<file path="src/rtl/tw_addr_sched_nwc_if.sv">
// Twiddle-address scheduler bus.
// The master side (polynomial input controller) drives start, mode_intt, num_poly and in_valid.
// The slave side (scheduler) returns:
//   in_ready    - pair handshake
//   raddr       - per-stage ROM addresses, LOGN-1 bits per field
//   stage_vld   - per-stage valid flags
//   tw_sel_intt - ROM bank select
//   busy, done  - batch status
interface tw_addr_sched_nwc_if #(
    parameter int LOGN = 4,
    parameter int CNTW = 8
);
    logic                       start;
    logic                       mode_intt;
    logic [CNTW-1:0]            num_poly;
    logic                       in_valid;
    logic                       in_ready;
    logic [LOGN*(LOGN-1)-1:0]   raddr;
    logic [LOGN-1:0]            stage_vld;
    logic                       tw_sel_intt;
    logic                       busy;
    logic                       done;

    modport master (
        output start, mode_intt, num_poly, in_valid,
        input  in_ready, raddr, stage_vld, tw_sel_intt, busy, done
    );

    modport slave (
        input  start, mode_intt, num_poly, in_valid,
        output in_ready, raddr, stage_vld, tw_sel_intt, busy, done
    );
endinterface

</file>
<file path="src/rtl/tw_addr_sched_nwc.sv">
// Twiddle-address scheduler for the radix-2 MDC NTT/INTT pipeline.
// Every pair accepted at stage 0 is stamped with its in-polynomial index k. The index then
// travels down a non-stalling valid+index delay line, which is tapped every STAGE_LAT cycles.
// Stage s gets ROM address k >> (LOGN-1-s), i.e. the top s bits of k.
// Ports: clk, rst_n (async active-low), bus (slave modport of tw_addr_sched_nwc_if).
//
// state | meaning
// IDLE  | waiting for start with non-zero num_poly
// RUN   | accepting pairs (in_ready = 1)
// DRAIN | input closed, last pair still travelling to stage LOGN-1
// DONE  | one-cycle done pulse, then back to IDLE
module tw_addr_sched_nwc #(
    parameter int LOGN      = 4,
    parameter int STAGE_LAT = 3,
    parameter int CNTW      = 8
) (
    input  logic                clk,
    input  logic                rst_n,
    tw_addr_sched_nwc_if.slave  bus
);
    localparam int PW    = LOGN - 1;
    localparam int DEPTH = (LOGN - 1) * STAGE_LAT;
    localparam int TW    = $clog2(DEPTH + 1);

    typedef enum logic [1:0] {S_IDLE, S_RUN, S_DRAIN, S_DONE} state_t;

    state_t          state, state_nxt;
    logic [PW-1:0]   pair_cnt;
    logic [CNTW-1:0] poly_cnt;
    logic [CNTW-1:0] num_poly_q;
    logic [TW-1:0]   drain_tmr;
    logic            start_ok, accept, last_accept;
    logic            in_ready_c, busy_c, done_c;

    logic [DEPTH-1:0]       dl_vld;
    logic [PW-1:0]          dl_idx [DEPTH];
    logic [LOGN-1:0]        tap_vld;
    logic [PW-1:0]          tap_idx [LOGN];
    logic [LOGN-1:0]        stage_vld_q;
    logic [LOGN*PW-1:0]     raddr_q;
    logic                   tw_sel_q;

    assign start_ok    = (state == S_IDLE) && bus.start && (bus.num_poly != '0);
    assign accept      = bus.in_valid && in_ready_c;
    // pair_cnt is exactly LOGN-1 bits, so the all-ones index is pair P-1
    assign last_accept = accept && (pair_cnt == {PW{1'b1}})
                         && (poly_cnt == num_poly_q - 1'b1);

    always_ff @(posedge clk or negedge rst_n) begin
        if (!rst_n) state <= S_IDLE;
        else        state <= state_nxt;
    end

    always_comb begin
        state_nxt = state;
        case (state)
            S_IDLE:  if (start_ok)           state_nxt = S_RUN;
            S_RUN:   if (last_accept)        state_nxt = S_DRAIN;
            S_DRAIN: if (drain_tmr == '0)    state_nxt = S_DONE;
            S_DONE:                          state_nxt = S_IDLE;
            default:                         state_nxt = S_IDLE;
        endcase
    end

    always_comb begin
        in_ready_c = 1'b0;
        busy_c     = 1'b0;
        done_c     = 1'b0;
        case (state)
            S_RUN:   begin in_ready_c = 1'b1; busy_c = 1'b1; end
            S_DRAIN: busy_c = 1'b1;
            S_DONE:  done_c = 1'b1;
            default: ;
        endcase
    end

    // Drain timer is loaded with the delay-line depth on the last accept; reaching zero
    // means the last pair has just been registered on stage LOGN-1.
    always_ff @(posedge clk or negedge rst_n) begin
        if (!rst_n) begin
            pair_cnt   <= '0;
            poly_cnt   <= '0;
            num_poly_q <= '0;
            drain_tmr  <= '0;
        end else begin
            if (start_ok) begin
                pair_cnt   <= '0;
                poly_cnt   <= '0;
                num_poly_q <= bus.num_poly;
            end else if (accept) begin
                pair_cnt <= pair_cnt + 1'b1;
                if (pair_cnt == {PW{1'b1}}) poly_cnt <= poly_cnt + 1'b1;
            end
            if (last_accept)
                drain_tmr <= TW'(DEPTH);
            else if (state == S_DRAIN && drain_tmr != '0)
                drain_tmr <= drain_tmr - 1'b1;
        end
    end

    always_ff @(posedge clk or negedge rst_n) begin
        if (!rst_n) begin
            dl_vld <= '0;
            for (int i = 0; i < DEPTH; i++) dl_idx[i] <= '0;
        end else begin
            dl_vld[0] <= accept;
            dl_idx[0] <= pair_cnt;
            for (int i = 1; i < DEPTH; i++) begin
                dl_vld[i] <= dl_vld[i-1];
                dl_idx[i] <= dl_idx[i-1];
            end
        end
    end

    // Stage 0 registers on the accept edge itself; stage s reads the slot written
    // s*STAGE_LAT-1 edges after the accept.
    assign tap_vld[0] = accept;
    assign tap_idx[0] = pair_cnt;
    for (genvar s = 1; s < LOGN; s++) begin : g_tap
        assign tap_vld[s] = dl_vld[s*STAGE_LAT-1];
        assign tap_idx[s] = dl_idx[s*STAGE_LAT-1];
    end

    // Field 0 is never written: the stage-0 address is always zero.
    always_ff @(posedge clk or negedge rst_n) begin
        if (!rst_n) begin
            stage_vld_q <= '0;
            raddr_q     <= '0;
            tw_sel_q    <= 1'b0;
        end else begin
            if (start_ok) tw_sel_q <= bus.mode_intt;
            stage_vld_q <= tap_vld;
            for (int s = 1; s < LOGN; s++)
                if (tap_vld[s]) raddr_q[s*PW +: PW] <= tap_idx[s] >> (PW - s);
        end
    end

    assign bus.in_ready    = in_ready_c;
    assign bus.busy        = busy_c;
    assign bus.done        = done_c;
    assign bus.stage_vld   = stage_vld_q;
    assign bus.raddr       = raddr_q;
    assign bus.tw_sel_intt = tw_sel_q;
endmodule

</file>
<file path="src/flat_wrapper.sv">
// flat-port wrapper written by rule: the top's interface ports become plain ports
module tw_addr_sched_nwc_flat 
#(
    parameter int LOGN      = 4,
    parameter int STAGE_LAT = 3,
    parameter int CNTW      = 8
)
  (clk, rst_n, bus_start, bus_mode_intt, bus_num_poly, bus_in_valid, bus_in_ready, bus_raddr, bus_stage_vld, bus_tw_sel_intt, bus_busy, bus_done);
  tw_addr_sched_nwc_if #(.LOGN(LOGN), .CNTW(CNTW)) bus_i ();
  input  logic clk;
  input  logic rst_n;
  input wire logic [$bits(bus_i.start)-1:0] bus_start;
  input wire logic [$bits(bus_i.mode_intt)-1:0] bus_mode_intt;
  input wire logic [$bits(bus_i.num_poly)-1:0] bus_num_poly;
  input wire logic [$bits(bus_i.in_valid)-1:0] bus_in_valid;
  output wire logic [$bits(bus_i.in_ready)-1:0] bus_in_ready;
  output wire logic [$bits(bus_i.raddr)-1:0] bus_raddr;
  output wire logic [$bits(bus_i.stage_vld)-1:0] bus_stage_vld;
  output wire logic [$bits(bus_i.tw_sel_intt)-1:0] bus_tw_sel_intt;
  output wire logic [$bits(bus_i.busy)-1:0] bus_busy;
  output wire logic [$bits(bus_i.done)-1:0] bus_done;
  assign bus_i.start = bus_start;
  assign bus_i.mode_intt = bus_mode_intt;
  assign bus_i.num_poly = bus_num_poly;
  assign bus_i.in_valid = bus_in_valid;
  assign bus_in_ready = bus_i.in_ready;
  assign bus_raddr = bus_i.raddr;
  assign bus_stage_vld = bus_i.stage_vld;
  assign bus_tw_sel_intt = bus_i.tw_sel_intt;
  assign bus_busy = bus_i.busy;
  assign bus_done = bus_i.done;
  tw_addr_sched_nwc #(.LOGN(LOGN), .STAGE_LAT(STAGE_LAT), .CNTW(CNTW)) u_core (.clk(clk), .rst_n(rst_n), .bus(bus_i));
endmodule
</file>
<file path="config.mk">
export PLATFORM = sky130hd
export DESIGN_NAME = tw_addr_sched_nwc_flat
export DESIGN_NICKNAME = d
export VERILOG_FILES = /design/src/rtl/tw_addr_sched_nwc_if.sv /design/src/rtl/tw_addr_sched_nwc.sv /design/src/flat_wrapper.sv
export SDC_FILE = /design/constraint.sdc
export NUM_CORES = 1
export LEC_CHECK = 0
export CAP_MARGIN = 20
export CORE_MARGIN = 2
export CORE_UTILIZATION = 55
export CTS_CLUSTER_SIZE = 28
export DETAILED_ROUTE_END_ITERATION = 16
export GPL_TIMING_DRIVEN = 0
export PLACE_DENSITY = 0.79
export SETUP_SLACK_MARGIN = 0.3
export SYNTH_ARGS = -nofsm -noshare
export SYNTH_HDL_FRONTEND = slang
export SYNTH_SLANG_ARGS = --single-unit
</file>
<file path="constraint.sdc">
create_clock -name clk -period 2.65 [get_ports clk]
set_input_delay 0.53 -clock clk [delete_from_list [all_inputs] [get_ports clk]]
set_output_delay 0.53 -clock clk [all_outputs]
set_load 0.05 [all_outputs]
</file>
==> results of run 1 <==
-- final timing paths --
path                                 startpoint                 end  slack (ns)
hold / removal                            rst_n    u_core.dl_idx[1]        0.29
hold reg to reg                u_core.dl_idx[9]    u_core.dl_idx[6]        0.34
max in group asynchronous                 rst_n  u_core.poly_cnt[7]        1.83
setup / recovery           u_core.num_poly_q[1]     u_core.state[1]        0.34
setup reg to reg           u_core.num_poly_q[1]     u_core.state[1]        0.34
min in group clk               u_core.dl_idx[9]    u_core.dl_idx[6]        0.34
-- metrics by stage --
step	cell area [µm²]	TNS [ns]	total power (µW)	setup WS, ns
after floorplan	2785	0	2685	0.4289
after global placement	3129	-78.66	3023	-1.115
after detailed placement	3127	-2.234	3089	-0.2240
after CTS	3321	0	3896	0.3084
after global routing	3367	0	4206	0.2896
final	3367	0	3940	0.3444
-- final cells by class --
cell class,count,area [µm²],area share [%]
clock buffer,11,131.4,3.902
timing repair buffer,29,276.5,8.213
multi-input combinational,132,974.7,28.95
sequential,69,1727,51.28
buffer,13,86.33,2.564
tap,67,83.83,2.490
clock inverter,4,50.05,1.486
inverter,10,37.54,1.115
-- worst max-delay path, cell delays in order (launching register included) --
cell,delay (ns)
dfrtp_1,0.41
inv_2,0.09
ha_4,0.15
or3b_4,0.39
or4_4,0.44
a211oi_4,0.33
a311oi_2,0.13
a211o_1,0.25
-- synthesized netlist by cell type (2+ instances only) --
library cell / count
a211oi_2: 2
a21oi_1: 4
a311oi_1: 2
and3_1: 2
buf_4: 9
clkbuf_1: 3
dfrtp_1: 69
ha_1: 10
inv_1: 10
mux2_2: 12
mux2i_1: 2
nand2_1: 18
nand3_1: 3
nand4_1: 6
nor2_1: 16
nor3_1: 4
nor3b_1: 2
o21ai_0: 4
or4_1: 3
xnor2_1: 9
xor2_1: 11
-- cell families after synthesis --
| family | count (synthesis) |
|---|---|
| other | 1 |
| multiplexers | 14 |
| XOR/XNOR | 20 |
| flip-flops | 69 |
| adder cells (fa/ha/maj) | 10 |
| AND/OR/NAND/NOR | 62 |
| buffers and inverters | 23 |
| AO/OA/AOI/OAI | 20 |
-- flip-flops by register name, indices dropped and copies added, names as in the netlist, 2 cells and up --
register           count
u_core.dl_vld          9
u_core.pair_cnt        3
u_core.bus.raddr       6
u_core.num_poly_q      8
u_core.dl_idx         27
u_core.poly_cnt        8
u_core.state           2
u_core.drain_tmr       4
-- metal layers --
metal  GRT usage [%]  vias to the layer above  share of wire [%]
met5               0                        -                  0
met4           10.12                        0                2.4
met3           6.024                        8                3.5
met2           27.00                       27                 48
met1           24.25                      822                 46
li1                -                      817                  -
-- repair_timing --
action / CTS / global route
gates resized for setup: 7 / 13
pin swaps: 1 / 3
cloned: 0 / 0
buffers inserted: 0 / 3
endpoints found under the setup margin: 18 / 20
-- power by group --
part           total, µW  switching [µW]  internal, µW
sequential          1660             225          1440
combinational       1480             868           612
clock                799             370           428
==> qor.yml, run 1 <==
peakVddDrop_mv: 0.6577
syn_inst: 219
rows: 25
die_y_um: 74.89
clk_pin_slew_ns: 0.07
initial_core_util_pct: 57.75
p_leak_uw: 0.001611
drt_iter0_markers: 71
worstSetupStartpointType: "flop"
synth-seq-area-share_pct: 62.47
nets: 287
rr_worst_depth: 7
avgViaCountPerCell: 4.997
synth-simple-area-share_pct: 11.32
rsz0062_at_grt: "no"
final_cell_mix: "dfrtp_1, clkdlybuf4s50_1, nand2_1"
ant_nets: 0
hold_path.class: "in -> async"
area_delta_synth_final_pct: 21.82
final_util_pct: 70.35
synth_xor_area_share_pct: 6.338
grt_antenna_before_repair: 0
fin_skew_ns: 0.009259
grt_pass1_vias: 1603
post_drt_wl_per_cell_um: 12.96
die_area_um2: 5609
synth_mux_area_share_pct: 5.613
synth-main-ff-cell: "dfrtp_1"
grt-ovfl-total: 0
fillers: 353
syn-cell-area_um2: 2764
holdWs_ns: 0.2913
antennaDiodeCount: 0
vias: 1674
h-tree-depth: 3
cts_made_buffers: 9
crit_type: "reg -> reg"
route.detailed.drc: 0
drive_above_1_share_pct: 20.15
place_inst: 317
synth_top_family_by_area: "simple AND/OR/NAND/NOR gates"
cts_num_sinks: 69
synthArstFlopShare_pct: 100.0
num_io_pins: 33
die_width_um: 74.89
cts_tree: "done"
synthTopCellsByArea: "dfrtp_1, mux2_2, ha_1"
yosysWarnings: 3
report.final.hold_viol_count: 0
relSlewSlack_pct: 45.89
yosysTopAreaCell: "dfrtp_1"
syn_avg_cell_area_um2: 12.62
synth_top_area_share_pct: 62.47
path_max_fanout: 4
finalNonFillerCells: 335
final_common_cell: "dfrtp_1"
max-cap-violations: 0
fmaxAchievable_ghz: 0.4337
firstDrtPassIters: 4
ctsRootBufferMaster: "clkbuf_8"
clkLatencyLatePin_ns: 0.34
port_buffers: 26
wirelength_mm: 4.340
final.period_utilization_pct: 87.00
synth_compound_area_share_pct: 5.251
grt_pass1_wl_mm: 7.376
grt_usage_pct: 18.36
synth_cell_types: 39
ctsHoldBuffers: 0
worstPathArrival_ns: 2.53
synthAdderAreaFrac_pct: 4.527
report.final.slew_viol_count: 0
min_period_ns: 2.306
place_congestion: 0.8061
synth_edf_count: 0
status: "finished, final reports clean"
setup_viol: 0
grt_max_degree: 70
cp.required_ns: 2.87
end_kind: "flop"
ctsLongestPathBuffers: 2
core_area_um2: 4786
ys_ff_latch: 69
tightest_slew_ns: 0.8117
power.density_nw_per_um2: 1170
dpl.hpwl_mm: 2.941
No activity file was read; power rests on OpenSTA's default activity.
==> inputs of run 2 (changes only) <==
- CORE_MARGIN: 2 -> unset
- PLACE_DENSITY: 0.79 -> 0.77
==> qor.yml, run 2 (synthesis results as in run 1) <==
drt_iter0_markers: 63  # -11%
die_area_um2: 5313  # -5.3%
grt_pass1_vias: 1685  # +5.1%
clkLatencyLatePin_ns: 0.34  # about the same
finalNonFillerCells: 335  # unchanged
placed_area_um2: 3127  # unchanged
min_period_ns: 2.272  # -0.03370 ns
final_common_cell: "dfrtp_1"
dpl.hpwl_mm: 2.917  # -0.82%
firstDrtPassIters: 4  # unchanged
core_area_um2: 4786  # unchanged
antennaDiodeCount: 0  # unchanged
final_util_pct: 71.58  # +1.2 points
path_max_fanout: 5  # +1
status: "finished, final reports clean"
power.density_nw_per_um2: 1207  # +3.2%
relSlewSlack_pct: 45.30  # -0.59 points
cts_made_buffers: 9  # unchanged
place_inst: 317  # unchanged
initial_core_util_pct: 57.75  # unchanged
ctsHoldBuffers: 0  # unchanged
cp.required_ns: 2.12  # -0.75 ns
ctsRootBufferMaster: "clkbuf_8"
peakVddDrop_mv: 0.6700  # +1.9%
fin_area_um2: 3426  # +1.7%
cts_tree: "done"
area_delta_synth_final_pct: 23.95
avgViaCountPerCell: 4.982  # -0.30%
report.final.hold_viol_count: 0  # unchanged
finalPower_uw: 4136  # +5.0%
end_kind: "output pin"
place_congestion: 0.7801  # -3.2%
port_buffers: 26  # unchanged
cts_num_sinks: 69  # unchanged
h-tree-depth: 3  # unchanged
reg_top3: "u_core.dl_idx (27), u_core.dl_vld (9)"
hold_path.class: "in -> async"
route.detailed.drc: 0  # unchanged
setup_viol: 0  # unchanged
worstSetupStartpointType: "flop"
report.final.slew_viol_count: 0  # unchanged
post_drt_wl_per_cell_um: 12.56  # -3.1%
worstPathArrival_ns: 1.74  # -0.79 ns
clk_pin_slew_ns: 0.07  # about the same
final_cell_mix: "dfrtp_1, clkdlybuf4s50_1, nand2_1"
tightest_slew_ns: 0.8206  # +0.008873 ns
ctsLongestPathBuffers: 2  # unchanged
crit_type: "reg -> out"
fmaxAchievable_ghz: 0.4402  # +1.5%
num_io_pins: 33  # unchanged
fin_skew_ns: 0.006900  # -0.002359 ns
holdWs_ns: 0.2950  # +0.003698 ns
p_leak_uw: 0.001634  # +1.5%
grt_usage_pct: 19.45  # +1.1 points
grt_max_degree: 70  # unchanged
grt_pass1_wl_mm: 7.465  # +1.2%
grt-ovfl-total: 0  # unchanged
rows: 25  # unchanged
ant_nets: 0  # unchanged
wirelength_mm: 4.206  # -3.1%
vias: 1669  # -0.30%
die_y_um: 72.89  # -2.7%
rsz0062_at_grt: "yes"
drive_above_1_share_pct: 20.15  # unchanged
grt_antenna_before_repair: 0  # unchanged
final.period_utilization_pct: 85.73  # -1.3 points
max-cap-violations: 0  # unchanged
reg2reg_slack_ns: 0.39  # +0.05 ns
nets: 287  # unchanged
die_width_um: 72.89  # -2.7%
largest_register_ffs: 27  # unchanged
top_register: "u_core.dl_idx"
run 2: path summary, 6_finish.rpt:
check                                          start                  end  depth (start not counted)
worst max-delay path                 u_core.state[0]             bus_busy                          3
worst max register to register  u_core.num_poly_q[0]      u_core.state[1]                          7
max in group asynchronous                      rst_n  u_core.drain_tmr[0]                          1
worst min-delay path                           rst_n     u_core.dl_idx[4]                          1
worst min register to register     u_core.dl_idx[21]    u_core.dl_idx[18]                          0
min in group clk                   u_core.dl_idx[21]    u_core.dl_idx[18]                          0
run 2: power by group:
part | total, µW | switching, µW | leakage [µW] | internal [µW]
Sequential | 1660 | 223 | 0.000904 | 1440
Clock | 1030 | 383 | 0.000123 | 650
Combinational | 1440 | 843 | 0.000607 | 602
Total | 4140 | 1450 | 0.00163 | 2690
run 2: metrics by stage:
step | setup TNS [ns] | setup slack [ns]
finish | 0 | 0.3781
global route | 0 | 0.2900
CTS | 0 | 0.2847
detailed placement | -2.360 | -0.2352
global placement | -77.32 | -1.097
floorplan | 0 | 0.4289
run 2: cell type report:
cell class | instances | area [µm²]
Tap cell | 67 | 83.83
Sequential cell | 69 | 1727
Timing Repair Buffer | 29 | 277.8
Fill cell | 331 | 1360
Multi-Input combinational cell | 132 | 968.4
Clock inverter | 5 | 107.6
Inverter | 10 | 37.54
Clock buffer | 10 | 137.6
Buffer | 13 | 86.33
run 2: routing by layer:
metal / track usage, % / routed length, µm / up-vias
met5: 0 / 0 / -
met4: 9.804 / 92 / 0
met3: 4.558 / 124 / 9
met2: 30.53 / 2035 / 32
met1: 25.59 / 1953 / 811
li1: - / - / 817
run 2: critical path: stages, from the launching register on:
cell,delay (ns)
dfrtp_1,0.44
inv_1,0.11
ha_1,0.33
dlygate4sd2_1,0.53
run 2: repair_timing:
item | in CTS | in global routing
setup buffers | 1 | 2
resized for setup | 6 | 10
pin swaps | 1 | 1
endpoints found under the setup margin | 17 | 20
==> inputs of run 3 (changes only) <==
- CORE_UTILIZATION: 55 -> 49
- PLACE_DENSITY: 0.77 -> 0.72
- clock period: 2.65 -> 2.05 ns (I/O delays scaled with it)
==> qor.yml, run 3 (synthesis results as in run 1) <==
dpl.hpwl_mm: 3.066  # +5.1%
clk_pin_slew_ns: 0.07  # about the same
reg2reg_slack_ns: -0.16  # -0.55 ns
antennaDiodeCount: 0  # unchanged
worst_slack_ns: -0.1645  # -0.5426 ns
rows: 26  # +4.0%
finalNonFillerCells: 350  # +4.5%
top_register: "u_core.dl_idx"
cts_num_sinks: 69  # unchanged
path_max_fanout: 4  # -1
grt_pass1_vias: 1710  # +1.5%
post_drt_wl_per_cell_um: 13.07  # +4.1%
tightest_slew_ns: 0.8178  # -0.002808 ns
relSlewSlack_pct: 45.48  # +0.19 points
fillers: 419  # +27%
cts_tree: "done"
area_delta_synth_final_pct: 27.57
hold_path.class: "in -> async"
port_buffers: 26  # unchanged
route.detailed.drc: 0  # unchanged
crit_type: "reg -> reg"
core_area_um2: 5270  # +10%
power_switching_uw: 1968  # +36%
dp_slack_ns: -0.3334  # -0.09822 ns
final_common_cell: "dfrtp_1"
cp.required_ns: 2.26  # +0.14 ns
clkPwrFrac_pct: 22.2  # -2.8 points
max-cap-violations: 0  # unchanged
min_period_ns: 2.215
num_io_pins: 33  # unchanged
slowest_delay_ns: 0.44  # -0.09 ns
avgViaCountPerCell: 4.869  # -2.3%
grt_usage_pct: 17.82  # -1.6 points
rsz0062_at_grt: "yes"
die_y_um: 77.11  # +5.8%
drt_iter0_markers: 59  # -6.3%
ctsLongestPathBuffers: 2  # unchanged
p_leak_uw: 0.001723  # +5.4%
clkLatencyLatePin_ns: 0.33  # about the same
peakVddDrop_mv: 0.8329  # +24%
worstSetupStartpointType: "flop"
fin_skew_ns: 0.006981  # +0.00008121 ns
fmaxAchievable_ghz: 0.4516
seqPwrFrac_pct: 40.2  # about the same
die_area_um2: 5945  # +12%
holdWs_ns: 0.1802  # -0.1148 ns
path_buf_inv: 1  # -1
r2r_end: "u_core.state[1]"
ctsRootBufferMaster: "clkbuf_8"
worstPathArrival_ns: 2.43  # +0.69 ns
place_inst: 320  # +0.95%
internal_power_uw: 3387  # +26%
power.density_nw_per_um2: 1519  # +26%
nets: 298  # +3.8%
grt-ovfl-total: 0  # unchanged
reg2reg_from: "u_core.num_poly_q[0]"
rr_worst_depth: 7  # unchanged
ctsHoldBuffers: 0  # unchanged
reg_top3: "u_core.dl_idx (27), u_core.dl_vld (9)"
cts_made_buffers: 9  # unchanged
initial_core_util_pct: 52.45  # -5.3 points
report.final.hold_viol_count: 0  # unchanged
place_congestion: 0.8055  # +3.3%
die_width_um: 77.11  # +5.8%
report.final.slew_viol_count: 0  # unchanged
ant_nets: 0  # unchanged
final.period_utilization_pct: 108.0
wirelength_mm: 4.574  # +8.7%
end_kind: "flop"
setup_viol: 6  # +6
firstDrtPassIters: 3  # -1
final.setup.tns_ns: -0.7391  # -0.7391 ns
crit_chain: "inv_2 > ha_4 > or3b_4 > or4_4 > a211oi_4 > a311oi_1 > a211o_1"
h-tree-depth: 3  # unchanged
cp_slowest_cell: "or4_4"
largest_register_ffs: 27  # unchanged
final_cell_mix: "dfrtp_1, buf_4, nand2_1"
p_comb_share_pct: 37.6  # +2.7 points
grt_pass1_wl_mm: 7.872  # +5.5%
crit_family: "simple AND/OR/NAND/NOR gates"
p_sw_share_pct: 36.75  # +1.7 points
grt_max_degree: 70  # unchanged
status: "complete, but fails checks"
drive_above_1_share_pct: 26.79  # +6.6 points
final_util_pct: 66.90  # -4.7 points
violations: "setup timing"
vias: 1704  # +2.1%
grt_antenna_before_repair: 0  # unchanged
[run 3: power groups by stage]
| stage | sequential [µW] | clock (µW) | combinational, µW |
|---|---|---|---|
| final | 2150 | 1190 | 2010 |
| after global routing | 2220 | 1280 | 2190 |
| after CTS | 2160 | 1220 | 1940 |
| after detailed placement | 2190 | 0 | 1850 |
| after global placement | 2160 | 0 | 1800 |
| after floorplan | 2330 | 0 | 1180 |
[run 3: worst max path at each step]
stage	start	to	slack [ns]	depth (start not counted)
global placement	rst_n	u_core.poly_cnt[5]	-1.67	1
CTS	u_core.num_poly_q[0]	u_core.state[1]	-0.17	7
floorplan	u_core.num_poly_q[0]	u_core.state[1]	-0.13	7
finish	u_core.num_poly_q[0]	u_core.state[1]	-0.16	7
detailed placement	bus_num_poly[0]	u_core.state[1]	-0.33	6
global route	u_core.num_poly_q[0]	u_core.state[1]	-0.25	7
[run 3: final cells by class]
class	count	area (µm²)	area share (%)
buffer	13	107.6	3.052
clock buffer	11	131.4	3.726
clock inverter	5	85.08	2.413
inverter	10	37.54	1.065
multi-input combinational	132	1020	28.92
sequential	69	1727	48.97
tap	70	87.58	2.484
timing repair buffer	40	330.3	9.368
[run 3: repair_timing]
item	in CTS	in global routing
cloned	1	0
buffers inserted	6	7
pin swaps	7	6
gates resized for setup	47	10
setup endpoints to repair	40	16
[run 3: metrics by stage]
step	instance area, µm²	total power (µW)
floorplan	2816	3514
global placement	3164	3961
detailed placement	3162	4037
CTS	3461	5320
global route	3526	5688
finish	3526	5354
[run 3: layer usage]
layer	vias to the layer above	GRT usage (%)	share of wire, %	routed length, µm
met5	-	0	0	0
li1	841	-	-	-
met2	27	27.05	47	2160
met1	830	22.53	47	2145
met4	0	7.736	1.6	72
met3	6	7.143	4.2	194
